### src/rtl/gray_seq_ctrl.sv
// Sequencing controller for a Gray-code counter datapath.
// Holds the binary count internally and drives a registered Gray output.
module gray_seq_ctrl #(
    parameter int SIZE = 4,
    parameter int INC  = 1
) (
    input  logic            clk,
    input  logic            rst_n,
    input  logic            start,
    input  logic            pause,
    input  logic            clear,
    input  logic            load,
    input  logic [SIZE-1:0] load_val,
    input  logic [SIZE-1:0] term_val,
    input  logic            cont,
    output logic [SIZE-1:0] gray,
    output logic            busy,
    output logic            done,
    output logic            tc
);

    typedef enum logic [1:0] {
        S_IDLE = 2'd0,
        S_RUN  = 2'd1,
        S_HOLD = 2'd2,
        S_DONE = 2'd3
    } state_t;

    // Step size reduced modulo 2^SIZE.
    localparam logic [SIZE-1:0] INC_V = SIZE'(INC);

    state_t          state_q;
    state_t          state_d;
    logic [SIZE-1:0] bin_q;
    logic [SIZE-1:0] bin_d;
    logic [SIZE-1:0] bin_inc;
    logic [SIZE-1:0] gray_q;
    logic [SIZE-1:0] gray_d;
    logic            tc_q;
    logic            tc_d;
    logic            at_term;

    // Incremented count; the natural wrap is silent.
    assign bin_inc = bin_q + INC_V;

    // Exact-match terminal detection against the live term_val.
    assign at_term = (bin_q == term_val);

    // Next state, next count and terminal pulse; clear beats load beats FSM.
    always_comb begin
        state_d = state_q;
        bin_d   = bin_q;
        tc_d    = 1'b0;
        if (clear) begin
            state_d = S_IDLE;
            bin_d   = '0;
        end else if (load) begin
            bin_d   = load_val;
        end else begin
            case (state_q)
                S_IDLE: begin
                    if (start) begin
                        state_d = S_RUN;
                    end
                end
                S_RUN: begin
                    if (pause) begin
                        state_d = S_HOLD;
                    end else if (at_term) begin
                        tc_d = 1'b1;
                        if (cont) begin
                            bin_d = '0;
                        end else begin
                            state_d = S_DONE;
                        end
                    end else begin
                        bin_d = bin_inc;
                    end
                end
                S_HOLD: begin
                    if (!pause) begin
                        state_d = S_RUN;
                    end
                end
                S_DONE: begin
                    if (start) begin
                        state_d = S_RUN;
                        bin_d   = '0;
                    end
                end
                default: begin
                    state_d = S_IDLE;
                end
            endcase
        end
    end

    // Gray image of the next count, so gray tracks bin in the same cycle.
    assign gray_d = bin_d ^ (bin_d >> 1);

    // State, count, Gray and terminal-pulse registers.
    always_ff @(posedge clk or negedge rst_n) begin
        if (!rst_n) begin
            state_q <= S_IDLE;
            bin_q   <= '0;
            gray_q  <= '0;
            tc_q    <= 1'b0;
        end else begin
            state_q <= state_d;
            bin_q   <= bin_d;
            gray_q  <= gray_d;
            tc_q    <= tc_d;
        end
    end

    // Status outputs decoded from the registered state only.
    assign busy = (state_q == S_RUN) || (state_q == S_HOLD);
    assign done = (state_q == S_DONE);
    assign gray = gray_q;
    assign tc   = tc_q;

endmodule

### config.mk
export PLATFORM = sky130hd
export DESIGN_NAME = gray_seq_ctrl
export DESIGN_NICKNAME = d
export VERILOG_FILES = /design/src/rtl/gray_seq_ctrl.sv
export SDC_FILE = /design/constraint.sdc
export NUM_CORES = 1
export LEC_CHECK = 0
export CAP_MARGIN = 0
export CORE_MARGIN = 3
export CORE_UTILIZATION = 53
export CTS_BUF_LIST = sky130_fd_sc_hd__clkbuf_4 sky130_fd_sc_hd__clkbuf_8
export CTS_CLUSTER_DIAMETER = 60
export DETAILED_ROUTE_END_ITERATION = 7
export HOLD_SLACK_MARGIN = 0.05
export PLACE_DENSITY = 0.95
export SLEW_MARGIN = 20
export SYNTH_ARGS = -nofsm -noshare
export SYNTH_HDL_FRONTEND = slang
export SYNTH_SLANG_ARGS = --single-unit
### constraint.sdc
create_clock -name clk -period 6.05 [get_ports clk]
set_clock_uncertainty 0.15 [all_clocks]
set_input_delay 0.9075 -clock clk [delete_from_list [all_inputs] [get_ports clk]]
set_output_delay 0.9075 -clock clk [all_outputs]
set_load 0.005 [all_outputs]
## Yosys cells after proc, flatten, opt, wreduce, memory -nomap -nowiden

Cells that the tools add are included.

| operators by class | value |
|---|---|
| bitwise operators | 1 |
| add/subtract/negate cells | 1 |
| reductions and logical operators | 4 |
| multiplexer cells | 20 |
| equality and inequality tests | 9 |

Operators with widths:

| kind | number |
|---|---|
| $mux W4 | 6 |
| $mux W2 | 7 |
| $ne A4 B4 Y1 const B | 2 |
| $pmux W4 S2 | 1 |
| $pmux W2 S3 | 1 |
| $mux W1 | 5 |
| $reduce_and A5 Y1 | 1 |
| $add A4 B1 Y4 const B | 1 |
| $eq A2 B2 Y1 const B | 2 |
| $eq A4 B4 Y1 | 1 |
| $xor A4 B3 Y4 | 1 |
| $ne A3 B1 Y1 const B | 1 |
| $ne A3 B3 Y1 const B | 1 |
| $eq A2 B1 Y1 const B | 1 |
| $logic_not A2 Y1 | 1 |
| $ne A2 B2 Y1 const B | 1 |
| $reduce_or A2 Y1 | 1 |
| $logic_or A1 B1 Y1 | 1 |

| storage, ports and cells | value |
|---|---|
| bits of input ports | 15 |
| flip-flop bits (word level) | 11 |
| word-level logic and storage cells | 39 |
| output and inout port bits | 7 |

## Depth between registers and ports, before layout

| depth | value |
|---|---|
| depth in word-level cells | 7 |
| depth in mapped cells | 8 |

## Least setup slack after synthesis

Ideal clock, no wire load.

| timing path | value |
|---|---|
| path kind | input port to flip-flop |
| start | input load |
| end | register gray_q[0], in the netlist gray[0] |
| data arrival time | 2126 ps |
| path buffers | 2 |
| stages on the path | 7 |
| data required time | 5806 ps |
| setup slack | 3680 ps |
| cell sequence | buf_2 -> nand2b_1 -> buf_2 -> nor2_1 -> a32o_1 -> or2_1 -> a221oi_2 |

| on the way | value |
|---|---|
| word-level cells in the longest chain between the ends | 3 |

Ends and longest elaborated chain:

| what | line | text |
|---|---|---|
| start: declaration | 12 | `input logic load,` |
| $mux W4 | 57 | `end else if (load) begin` |
| $mux W4 | 54 | `if (clear) begin` |
| $xor A4 B3 Y4 | 99 | `assign gray_d = bin_d ^ (bin_d >> 1);` |
| net gray_d[0] | 38 | `logic [SIZE-1:0] gray_d;` |
| end signal: assignment | 111 | `gray_q <= gray_d;` |
| end: declaration | 37 | `logic [SIZE-1:0] gray_q;` |

The timed path passes the listed nets, and every way through them passes these cells.
A chain may end at the register's enable or synchronous reset.

## Final worst setup path

Ends and elaborated chain as after synthesis.

==> reports/metrics.cfg <==
[finish]
design_area_um2 = 1020
fin_nets = 125
mostFrequentLayoutCell = clkdlybuf4s50_1
area_delta_synth_final_pct = 27.8
mostFrequentLayoutCells = clkdlybuf4s50_1, dfrtp_1, nor2_1
multi_input_area_um2 = 487
drive_gt1_share_pct = 8.65
seqCellArea_um2 = 250
antenna_cells = 0
fill_cells = 100

[synth]
syn_avg_cell_area_um2 = 9.25
synth-async-reset-ratio_pct = 100
syn_area_um2 = 796
synth-seq-cells = 10
syn-num-nets = 106
ys.warnings.count = 0
synth_edf_count = 0
ys.flop_type = dfrtp_1
synthCells = 86
ys_types = 38
synth_seq_area_share_pct = 31.4

[cts]
cts_tree = done
cts_setup_buffers = 0
clk_latency_ps = 270
ctsHtreeMaxLevel = 1
ctsResizeCount = 0
hold_buffers = 0
cts_made_buffers = 3
cts-root-buf = clkbuf_4
clock-sinks = 10
cts_buffer_depth = 2
clk_pin_slew_worst_paths_ps = 70

[place]
dpl-instance-area_um2 = 981
dp_hpwl_um = 1370
place_congestion = 0.882
port-buffer-count = 21

[pwr]
switching_share_pct = 29.5
p_comb_share_pct = 28.0
seqPwrFrac_pct = 39.4
p_per_area_nw_per_um2 = 192
power_switching_w = 0.0000574
pwr-share-clk_pct = 32.6
p_int_w = 0.000137
vdd_drop_max_uv = 119
p_leak_nw = 0.441

[setup_path]
slowest_delay_ps = 650
worstPathMaxFanout = 8
reg2reg_depth = 6
r2r-start = state_q[0]
crit_chain = clkdlybuf4s50_1 > nand2b_1 > nor2_1 > a32o_1 > or2_1 > a221oi_2
reg2reg_slack_ps = 3900
path_buf_inv = 1
cp.arrival_ps = 2800
worstSetupPathType = in -> reg
crit_path_end_kind = flop
r2r-end = gray[1]
cp_num_cells = 6
crit_slowest_cell = clkdlybuf4s50_1
startpoint_type = primary input
crit_required_ps = 6090
setup.worst_path.end = gray[0]
crit_family = simple AND/OR/NAND/NOR gates
cp-startpoint = load

[route]
vias = 716
drt_iter0_drc = 26
wire_per_inst_um = 15.6
via_per_inst = 6.02
drc = 0
first_pass_iters = 4
drt-total-wl_um = 1860
ant_nets = 0

[floorplan]
die_area_um2 = 2000
fp.coreArea_um2 = 1350
io_pins = 22
initial_core_util_pct = 58.9
rows = 13
die_h_um = 44.8
die_w_um = 44.8

[sta]
relSlewSlack_pct = 65.4
tightest_slew_ps = 517
post-route-min-period_ps = 2760
post-route-period-util_pct = 45.6
fin_tns_setup_ps = 0
max_freq_mhz = 362
finalSetupViolations = 0
rsz0062_at_grt = false
hold_viol = 0
slew_viol_final = 0

[hold_path]
hp-class = reg -> reg

[job]
drv_cap = 0

[outcome]
status = completed

[global_route]
grt_max_degree = 12
grt_pass1_vias = 666
grt_pass1_wl_um = 3060
track_usage_pct = 21.1
antenna_found_initial = 0
grt-ovfl-total = 0

flip-flops by register name, indices dropped and copies added, names as in the netlist:
register  flops
state_q       2
gray          3
tc            1
bin_q         4
worst reg2reg max path: cells and delay by family, from the launching register on:
kind,cells,cell delay [ps]
compound gates,4,930
fa+ha+maj,1,270
flops,1,440
mux,1,300
final cells by class:
class                   count  area share, %
multi-input cells          65           47.8
flip-flops and latches     10           24.6
repair buffers             21           20.7
clock buffers               4           3.57
well taps                  15           1.85
inverters                   4           1.48
power by group through the flow:
stage | logic [W] | clock network [W] | registers (W)
5_1_grt | 0.0000600 | 0.0000672 | 0.0000777
4_1_cts | 0.0000544 | 0.0000640 | 0.0000767
3_5_place_dp | 0.0000539 | 0 | 0.0000780
2_1_floorplan | 0.0000338 | 0 | 0.0000762
6_report | 0.0000546 | 0.0000635 | 0.0000768
3_3_place_gp | 0.0000523 | 0 | 0.0000778
layer usage:
| layer | GRT usage [%] | wire length [um] |
|---|---|---|
| met4 | 6.63 | 24 |
| met2 | 32.4 | 883 |
| met1 | 28.8 | 834 |
| met5 | 0 | 0 |
| met3 | 5.58 | 117 |
worst min-delay path by stage:
stage               cells past startpoint  slack, ps  startpoint          to
global placement                        2        480  state_q[0]  state_q[0]
detailed placement                      2        500  state_q[0]  state_q[0]
global route                            2        570  state_q[0]  state_q[0]
finish                                  2        530  state_q[0]  state_q[0]
CTS                                     2        510  state_q[0]  state_q[0]
floorplan                               2        430    bin_q[0]     gray[0]
Yosys cell counts (2+ instances only):
master / count / area, um^2
nand3_1: 2 / 10.0
a21oi_1: 6 / 30.0
nand2b_1: 3 / 18.8
nand2_1: 5 / 18.8
a22o_1: 2 / 17.5
inv_1: 4 / 15.0
clkbuf_1: 2 / 7.51
mux2i_1: 3 / 30.0
nor2_1: 8 / 30.0
buf_2: 2 / 10.0
ha_1: 5 / 62.6
a221oi_2: 2 / 30.0
nor2b_1: 2 / 12.5
buf_4: 2 / 15.0
nor3b_1: 2 / 15.0
dfrtp_1: 10 / 250
a21o_1: 3 / 22.5
xnor2_1: 3 / 26.3
through the flow:
step	instances	hold WS, ps	worst slack [ps]	utilization (%)	power (W)
after floorplan	86	434	3680	-	0.000110
after global placement	115	485	3100	72.7	0.000130
after detailed placement	115	503	3050	72.7	0.000132
after CTS	119	513	3310	75.3	0.000195
after global routing	119	572	3190	75.3	0.000205
final	119	527	3290	75.3	0.000195
cells by family (layout without fill, tap and decap cells):
logic type | Yosys count | in the layout | synth area share [%]
AO/OA/AOI/OAI | 23 | 23 | 23.1
adder cells (fa/ha/maj) | 5 | 5 | 7.86
flip-flops | 10 | 10 | 31.4
AND/OR/NAND/NOR | 29 | 29 | 19.7
buffers and inverters | 11 | 29 | 7.39
multiplexers | 4 | 4 | 5.19
XOR/XNOR | 4 | 4 | 5.35
(Power assumes the default switching activity.)
